==> config.mk <==
export PLATFORM = sky130hd
export DESIGN_NAME = parking_bay_manager
export DESIGN_NICKNAME = d
export VERILOG_FILES = /design/src/rtl/parking_bay_manager.sv
export SDC_FILE = /design/constraint.sdc
export NUM_CORES = 1
export LEC_CHECK = 0
export BUFFER_PORTS_ARGS = -buffer_cell sky130_fd_sc_hd__buf_2
export CELL_PAD_IN_SITES_DETAIL_PLACEMENT = 1
export CELL_PAD_IN_SITES_GLOBAL_PLACEMENT = 2
export CORE_ASPECT_RATIO = 1.4
export CORE_UTILIZATION = 38
export DETAILED_ROUTE_END_ITERATION = 8
export GPL_ROUTABILITY_DRIVEN = 1
export MAX_ROUTING_LAYER = met4
export PLACE_DENSITY_LB_ADDON = 0.1
export SLEW_MARGIN = 40
export SYNTH_ARGS = -nofsm -noshare
export SYNTH_HDL_FRONTEND = slang
export SYNTH_SLANG_ARGS = --single-unit
==> constraint.sdc <==
create_clock -name clk -period 2.5 [get_ports clk]
set_clock_uncertainty 0.1 [all_clocks]
set_input_delay 0.375 -clock clk [delete_from_list [all_inputs] [get_ports clk]]
set_output_delay 0.375 -clock clk [all_outputs]
set_load 0.005 [all_outputs]
==> src/rtl/parking_bay_manager.sv <==
// N-spot parking bay controller: per-spot occupancy FSMs with seconds timers,
// overtime fines, free-space count, entry gate and a scanning display feed.
module parking_bay_manager #(
    parameter int N_SPOTS   = 3,
    parameter int TICK_DIV  = 4,
    parameter int LIMIT_SEC = 10,
    parameter int SEC_W     = 6,
    localparam int CNT_W    = $clog2(N_SPOTS + 1),
    localparam int IDX_W    = (N_SPOTS > 1) ? $clog2(N_SPOTS) : 1
) (
    input  logic               clk,
    input  logic               reset,
    input  logic [N_SPOTS-1:0] occ,
    input  logic               entry_req,
    output logic               entry_grant,
    output logic               green,
    output logic               full,
    output logic [CNT_W-1:0]   free_count,
    output logic [N_SPOTS-1:0] penalty,
    output logic               fine_valid,
    output logic [IDX_W-1:0]   fine_spot,
    output logic [SEC_W-1:0]   fine_amount,
    output logic [IDX_W-1:0]   disp_idx,
    output logic [SEC_W-1:0]   disp_sec,
    output logic               sec_tick
);

    localparam int DIV_W = (TICK_DIV > 1) ? $clog2(TICK_DIV) : 1;
    localparam logic [SEC_W-1:0] LIMIT = SEC_W'(LIMIT_SEC);
    localparam logic [SEC_W-1:0] SEC_MAX = '1;

    typedef enum logic [1:0] {FREE, PARKED, PENALTY} state_t;

    state_t             st   [N_SPOTS];
    logic [SEC_W-1:0]   sec  [N_SPOTS];
    logic [SEC_W-1:0]   amt  [N_SPOTS];
    logic [N_SPOTS-1:0] pend;
    logic [N_SPOTS-1:0] occ_q;
    logic [DIV_W-1:0]   div;
    logic               armed;
    logic               sel_hit;
    logic [IDX_W-1:0]   sel;

    assign sec_tick = (div == DIV_W'(TICK_DIV - 1));

    always_ff @(posedge clk) begin
        if (!reset) begin
            div      <= '0;
            disp_idx <= '0;
        end else begin
            div <= sec_tick ? '0 : div + 1'b1;
            if (sec_tick)
                disp_idx <= (disp_idx == IDX_W'(N_SPOTS - 1)) ? '0 : disp_idx + 1'b1;
        end
    end

    // Lowest-index pending fine wins the output slot this cycle
    always_comb begin
        sel_hit = 1'b0;
        sel     = '0;
        for (int i = N_SPOTS - 1; i >= 0; i--) begin
            if (pend[i]) begin
                sel_hit = 1'b1;
                sel     = IDX_W'(i);
            end
        end
    end

    always_ff @(posedge clk) begin
        if (!reset) begin
            occ_q       <= '0;
            pend        <= '0;
            fine_valid  <= 1'b0;
            fine_spot   <= '0;
            fine_amount <= '0;
            for (int i = 0; i < N_SPOTS; i++) begin
                st[i]  <= FREE;
                sec[i] <= '0;
                amt[i] <= '0;
            end
        end else begin
            occ_q       <= occ;
            fine_valid  <= sel_hit;
            fine_spot   <= sel;
            fine_amount <= sel_hit ? amt[sel] : '0;
            if (sel_hit)
                pend[sel] <= 1'b0;
            for (int i = 0; i < N_SPOTS; i++) begin
                case (st[i])
                    FREE: begin
                        if (occ_q[i]) begin
                            st[i]  <= PARKED;
                            sec[i] <= '0;
                        end
                    end
                    PARKED: begin
                        if (!occ_q[i]) begin
                            st[i] <= FREE;
                        end else if (sec_tick) begin
                            sec[i] <= sec[i] + 1'b1;
                            if (sec[i] == LIMIT - 1'b1)
                                st[i] <= PENALTY;
                        end
                    end
                    PENALTY: begin
                        if (!occ_q[i]) begin
                            st[i]   <= FREE;
                            pend[i] <= 1'b1;
                            amt[i]  <= sec[i] - LIMIT;
                        end else if (sec_tick && sec[i] != SEC_MAX) begin
                            sec[i] <= sec[i] + 1'b1;
                        end
                    end
                    default: st[i] <= FREE;
                endcase
            end
        end
    end

    always_comb begin
        free_count = '0;
        penalty    = '0;
        for (int i = 0; i < N_SPOTS; i++) begin
            if (st[i] == FREE)
                free_count = free_count + CNT_W'(1);
            penalty[i] = (st[i] == PENALTY);
        end
    end

    assign full     = (free_count == '0);
    assign green    = ~full;
    assign disp_sec = (st[disp_idx] == FREE) ? '0 : sec[disp_idx];

    // One grant per request: re-armed only once entry_req is seen low
    always_ff @(posedge clk) begin
        if (!reset) begin
            entry_grant <= 1'b0;
            armed       <= 1'b1;
        end else begin
            entry_grant <= 1'b0;
            if (!entry_req) begin
                armed <= 1'b1;
            end else if (armed && !full) begin
                entry_grant <= 1'b1;
                armed       <= 1'b0;
            end
        end
    end

endmodule

# Word level (Yosys, flattened, before mapping)
# Memories as Yosys holds them, arrays and structs flattened. A register that Yosys moved wholly into a read port is not among the register bits.
# Cells that the tools add are included.
[totals]
regBits = 15
memories = 3
mem_bits_rw = 42
word_cells = 227
out_inout_bits = 26
input_bits = 6
latchBits = 0
rom_bits = 0
[memory_table]
columns = ["name", "depth", "word_bits", "read_ports", "rd_ports_with_merged_regs", "write_ports", "line_no", "source"]
rows = [
  ["amt", 3, 6, 1, 1, 3, "36", "logic [SEC_W-1:0] amt [N_SPOTS];"],
  ["sec", 3, 6, 4, 1, 3, "35", "logic [SEC_W-1:0] sec [N_SPOTS];"],
  ["st", 3, 2, 4, 1, 3, "34", "state_t st [N_SPOTS];"],
]
[classes]
n_addsub = 10
n_reduce_logical = 18
order_cmp = 2
mux = 141
n_mul = 0
div_mod_pow = 0
n_bitwise = 31
eq_ne = 14
shift = 0
[op_table]
columns = ["operator", "n"]
rows = [
  ["1-bit two-way mux", 101],
  ["6-bit two-way mux", 13],
  ["2-bit two-way mux", 25],
  ["1-bit bitwise OR", 27],
  ["6-bit by 1-bit adder with 6-bit output (second input constant)", 3],
  ["6-bit by 4-bit equality test with 1-bit output (second input constant)", 3],
  ["6-bit inequality test (second input constant)", 3],
  ["6-bit by 4-bit subtractor with 6-bit output (second input constant)", 3],
  ["2-bit equality test (second input constant)", 5],
  ["2-bit zero test", 5],
  ["3-bit OR reduction", 3],
  ["2-bit by 1-bit adder with 2-bit output (second input constant)", 4],
  ["2-bit by 1-bit equality test with 1-bit output (second input constant)", 3],
  ["1-bit logical AND", 5],
  ["2-bit AND reduction", 2],
  ["3-bit AND", 1],
  ["2-bit by 3-bit less-than comparator with 1-bit output (second input constant)", 1],
  ["3-bit two-way mux", 1],
  ["3-bit NOT", 1],
  ["1-bit demux with 2-bit select", 1],
  ["2-bit by 1-bit greater-or-equal comparator with 1-bit output (second input constant)", 1],
  ["1-bit zero test", 2],
  ["1-bit NOT", 2],
  ["2-bit OR reduction", 1],
]

# Logic depth before layout (Yosys ltp)
# Gate-level depths: netlist of the first run.
[depth]
depth_word = 12
depth_mapped = 7
ltp_nobuf = 7

# Worst setup path after synthesis of the first run
# No wires, ideal clock.
[synth_path]
path_type = "register to register"
startpoint = "mem sec[1][0]"
endpoint = "mem sec[1][0], enable pin"
setup_time_ns = 0.325
path_stages_with_launch = 6
period_less_slack_ns = 1.968
arrival_ns = 1.543
setup_slack_ns = 0.532
required_ns = 2.075
path_cell_list = "edfxtp_1 ha_1 and3_1 a31oi_1 o2111ai_2 nand3_1"
[synth_lines]
columns = ["element", "line_no"]
rows = [
  ["from (decl)", "35"],
]

==> flow_summary.toml, run 1 <==
[place]
gp_congestion = 0.8115
io_buffers = 31
postPlaceCellArea_mm2 = 0.003643
hpwl_um = 6195

[clocking]
cts_buffers = 9
hold_buffers = 0
clkTransAtPathRegs_ns = 0.05
cts_resized = 0
clk_latency_ns = 0.34
cts.path.max_buffers = 2
htreeDepth = 3
post-cts-setup-buffers = 0
cts_tree = "yes"
cts-root-buf = "clkbuf_16"
cts.sink_count = 65

[global_routing]
grt_overflow = 0
grt_usage_pct = 20.89
grt_pass1_wl_um = 13250
antenna_found_initial = 0
grt_max_degree = 30
grt_pass1_vias = 2453

[critical_path]
timing.reg2reg.worst_path_depth = 5
cp-end-kind = "primary output"
crit_family = "compound AO/OA/AOI/OAI gates"
cp_slowest_cell = "edfxtp_1"
crit_path_start_kind = "register"
reg2reg_from = "sec[1][0]"
crit_path_max_incr_delay_ns = 0.46
critPathCapture = "disp_sec[0]"
cp_cell_sequence = "nor2_2 > a211oi_2 > nor2_1 > a211oi_1 > buf_2"
path_depth = 5
startpoint = "st[1][1]"
worstSetupPathType = "register to primary output"
cp_max_fo = 6
worst-r2r-setup-slack_ns = 0.33
cp.arrival_ns = 1.90
r2r_end = "sec[1][4]"
crit_buf_inv = 1
cp.required_ns = 2.03

[die]
row_count = 40
coreArea_mm2 = 0.008558
io_pins = 32
initial_core_util_pct = 39.25
die_w_um = 81.47
die_area_mm2 = 0.009226
die_h_um = 113.3

[sta]
slew_viol_final = 0
final.setup.tns_ns = 0
finalSetupViolCount = 0
min_period_over_period_pct = 94.86
relSlewSlack_pct = 66.77
hold_viol_final = 0
rsz0062_at_grt = "false"
hold_slack_ns = 0.1448
min_period_ns = 2.371
fmax_mhz = 421.7
tightest_slew_ns = 0.4977

[power_and_ir_drop]
leakage_nw = 1.653
totalPowerFinal_mw = 3.008
power.density_mw_per_mm2 = 761.5
peakVddDrop_v = 0.0003591

[job]
max_cap_violations = 0

[synthesis]
yosysTopAreaCell = "edfxtp_1"
seq_area_frac_synth_pct = 50.95
yosysUniqueCellTypes = 50
synth_top_area_share_pct = 36.65
synth_edf_count = 41
yosysWarnings = 0
syn-num-nets = 343
syn-cell-area_mm2 = 0.003359
netlist_instances = 322
synth.area.top_cells = "edfxtp_1 (37%), dfxtp_1 (14%), ha_1 (5.6%)"
ys.flop_type = "edfxtp_1"
ys_async_sr_fraction_pct = 0
synth_area_per_cell_um2 = 10.43
ys_ff_latch = 65

[worst_hold_path]
holdPathStages = 2
holdCritStartpoint = "occ[2]"
hold_class = "input port to register"

[final_layout]
diodes = 0
area_growth_pct = 17.58
post_route_cells_drive_above_1_share_pct = 22.44
nets = 377
final_cell_area_mm2 = 0.003950

[routing]
antenna_left = 0
dr.pass1.iters = 4
wl_um = 8148
drtIter0Drc = 129
drc = 0
vias = 2389
viasPerCell = 5.127
wire_per_inst_um = 17.48

[run_status]
outcome = "finished, final reports clean"
==> routing by layer <==
layer	up-vias	track usage [%]	routed length, um
met5	-	-	0
met4	0	10.00	152
met3	13	3.871	177
met2	33	35.28	4370
met1	1159	23.12	3447
li1	1184	-	-
==> cell families after synthesis <==
kind of cell / after synthesis / synth area share (%)
compound gates: 52 / 11.06
xor+xnor: 23 / 5.996
fa+ha+maj: 16 / 5.885
buf+inv: 38 / 4.805
flops: 65 / 50.95
mux: 4 / 1.266
simple gates: 124 / 20.04
==> cell type report <==
| cell class | instances | area [um^2] |
|---|---|---|
| clock buffer | 13 | 286.5 |
| clock inverter | 3 | 17.52 |
| fill | 965 | 4608 |
| inverter | 21 | 78.83 |
| multi-input combinational | 219 | 1489 |
| sequential | 65 | 1712 |
| tap | 105 | 131.4 |
| timing repair buffer | 40 | 235.2 |
==> worst min path at each step <==
| stage | to | slack (ns) |
|---|---|---|
| floorplan | div[0] | 0.30 |
| global placement | div[0] | 0.31 |
| detailed placement | div[0] | 0.32 |
| CTS | occ_q[0] | 0.14 |
| global route | occ_q[0] | 0.14 |
| finish | occ_q[2] | 0.14 |
==> cells in the mapped netlist (2+ instances only) <==
master	number
edfxtp_1	41
nor2_1	37
dfxtp_1	24
inv_1	21
nand2_1	17
ha_1	15
o21ai_0	15
nor2_2	13
xnor2_1	12
and2_1	11
nand3_1	11
xor2_1	11
a21oi_1	8
clkbuf_1	8
nor2b_1	8
a22oi_1	7
buf_2	6
a211oi_1	4
and3_1	4
nand4_1	4
a22o_1	3
a31oi_1	3
nand2b_2	3
and3b_1	2
mux2_2	2
mux2i_1	2
nor3_1	2
nor3b_1	2
nor4bb_1	2
o2111ai_2	2
o31a_1	2
or3b_2	2
==> sequential cells by signal, summed over array words and instances (netlist names), named ones only <==
signal,count
amt,18
sec,18
fine_amount,6
st,6
occ_q,3
pend,3
disp_idx,2
div,2
fine_spot,2
armed,1
entry_grant,1
fine_valid,1
==> stage by stage <==
stage / setup WS (ns) / util (%) / std cells
2_1_floorplan: 0.5323 / - / 322
3_3_place_gp: 0.3977 / 42.57 / 450
3_5_place_dp: 0.3178 / 42.57 / 450
4_1_cts: 0.09716 / 46.13 / 466
5_1_grt: 0.04016 / 46.16 / 466
6_report: 0.1285 / 46.16 / 466
==> cells in the final DEF, fill, tap and decap left out, drive strengths merged, types with 2 or more instances in the layout <==
| cell type | n |
|---|---|
| a211oi | 5 |
| a21oi | 8 |
| a22o | 3 |
| a22oi | 7 |
| a31oi | 3 |
| and2 | 11 |
| and3 | 4 |
| and3b | 2 |
| buf | 40 |
| clkbuf | 13 |
| dfxtp | 24 |
| edfxtp | 41 |
| ha | 15 |
| inv | 23 |
| mux2 | 2 |
| mux2i | 2 |
| nand2 | 17 |
| nand2b | 4 |
| nand3 | 11 |
| nand4 | 4 |
| nor2 | 50 |
| nor2b | 8 |
| nor3 | 2 |
| nor3b | 2 |
| nor4bb | 2 |
| o2111ai | 2 |
| o21ai | 15 |
| o31a | 2 |
| o31ai | 2 |
| or3b | 3 |
| xnor2 | 12 |
| xor2 | 11 |
==> report_power, final <==
group | switching (mW) | internal [mW] | leakage [nW]
Combinational | 0.239 | 0.184 | 0.871
Sequential | 0.0832 | 1.24 | 0.628
Clock | 0.459 | 0.802 | 0.154
Total | 0.781 | 2.23 | 1.65
No activity file was read; power rests on OpenSTA's default activity.
==> run 2, diff against run 1 <==
--- a/config.mk
+++ b/config.mk
@@ -12,8 +12,10 @@
 export CORE_UTILIZATION = 38
 export DETAILED_ROUTE_END_ITERATION = 8
 export GPL_ROUTABILITY_DRIVEN = 1
+export HOLD_SLACK_MARGIN = 0.15
 export MAX_ROUTING_LAYER = met4
 export PLACE_DENSITY_LB_ADDON = 0.1
+export REMOVE_ABC_BUFFERS = 1
 export SLEW_MARGIN = 40
 export SYNTH_ARGS = -nofsm -noshare
 export SYNTH_HDL_FRONTEND = slang
==> flow_summary.toml, run 2 (synthesis results as in run 1) <==
[run_status]
outcome = "finished, final reports clean"

[die]
die_h_um = 113.3
die_area_mm2 = 0.009226
row_count = 40
io_pins = 32
die_w_um = 81.47
coreArea_mm2 = 0.008558
initial_core_util_pct = 39.25

[clocking]
cts_tree = "yes"
post-cts-setup-buffers = 0
cts-root-buf = "clkbuf_16"
cts.path.max_buffers = 2
clk_latency_ns = 0.33
clkTransAtPathRegs_ns = 0.05
htreeDepth = 3
cts_buffers = 9
cts.sink_count = 65

[global_routing]
grt_pass1_vias = 2464
grt_overflow = 0
grt_usage_pct = 19.39
antenna_found_initial = 0
grt_max_degree = 23
grt_pass1_wl_um = 12500

[sta]
hold_viol_final = 0
finalSetupViolCount = 0
min_period_over_period_pct = 94.30
rsz0062_at_grt = "false"
fmax_mhz = 424.2
relSlewSlack_pct = 68.33
tightest_slew_ns = 0.4743
final.setup.tns_ns = 0
setup_slack_ns = 0.1425
min_period_ns = 2.358
slew_viol_final = 0

[routing]
viasPerCell = 5.060
drc = 0
vias = 2363
antenna_left = 0
dr.pass1.iters = 4
wl_um = 7679
drtIter0Drc = 69
wire_per_inst_um = 16.44

[place]
hpwl_um = 5870
gp_congestion = 0.8073
place_ws_ns = 0.3680
io_buffers = 31

[final_layout]
area_growth_pct = 17.36
nFillCells = 960
diodes = 0
top_regs = "amt: 18 flops, sec: 18 flops"
final_cell_mix = "edfxtp_1 (41), nor2_1 (36), buf_2 (31)"
post_route_cells_drive_above_1_share_pct = 21.82
nets = 378
final_common_cell = "edfxtp_1"
final_core_util_pct = 46.07

[worst_hold_path]
hold_class = "input port to register"

[critical_path]
cp-end-kind = "primary output"
cp.required_ns = 2.03
cp_max_fo = 6
crit_buf_inv = 2
cp.arrival_ns = 1.88
crit_path_start_kind = "register"
cp_slowest_cell = "edfxtp_1"
worstSetupPathType = "register to primary output"
crit_family = "flip-flops"
crit_path_max_incr_delay_ns = 0.50
cp_cell_sequence = "nor2_1 > ha_1 > o31a_1 > inv_1 > buf_2"

[power_and_ir_drop]
peakVddDrop_v = 0.0003760
leakage_nw = 1.643
power.density_mw_per_mm2 = 751.9
totalPowerFinal_mw = 2.964

[job]
max_cap_violations = 0
==> run 2: routing by layer <==
layer / global-route usage (%) / vias to the layer above / part of all wire (%)
met1: 20.93 / 1122 / 40
met3: 3.790 / 12 / 2.7
met2: 33.17 / 44 / 55
met4: 9.286 / 0 / 2.2
met5: - / - / 0
li1: - / 1185 / -
==> run 2: stage by stage <==
| step | area (um^2) | cells | hold WS, ns |
|---|---|---|---|
| 3_5_place_dp | 3623 | 449 | 0.3256 |
| 2_1_floorplan | 3277 | 305 | 0.3033 |
| 4_1_cts | 3924 | 466 | 0.1549 |
| 5_1_grt | 3943 | 467 | 0.1645 |
| 3_3_place_gp | 3623 | 449 | 0.3125 |
| 6_report | 3943 | 467 | 0.1579 |
==> run 2: area by class of cell <==
class	instances	area (um^2)	area share, %
clock buffer	13	250.2	6.347
multi-input combinational	219	1494	37.89
tap	105	131.4	3.332
sequential	65	1712	43.41
inverter	21	78.83	1.999
timing repair buffer	41	236.5	5.998
clock inverter	3	40.04	1.016
==> run 2: repair_timing <==
action,4_1_cts,5_1_grt
setup endpoints to repair,0,1
hold endpoints to repair,1,0
hold buffers,1,0
resized for setup,0,2
==> run 2: worst register-to-register path, delay by kind of cell, from the launching register on <==
| family | cells | cell delay [ns] |
|---|---|---|
| simple gates | 2 | 0.52 |
| flops | 1 | 0.49 |
| compound gates | 2 | 0.44 |
| fa+ha+maj | 1 | 0.29 |
==> run 2: path summary, 6_finish.rpt <==
| check | start | endpoint | slack (ns) | cells past startpoint |
|---|---|---|---|---|
| max | st[0][1] | full | 0.14 | 5 |
| min | occ[0] | occ_q[0] | 0.16 | 2 |
| max reg2reg | sec[1][0] | sec[1][2] | 0.35 | 5 |
| min reg2reg | div[0] | div[0] | 0.33 | 1 |
==> run 2: where the power goes <==
group	switching, mW	internal, mW
registers	0.0920	1.24
logic	0.232	0.185
clock network	0.419	0.795
total	0.743	2.22
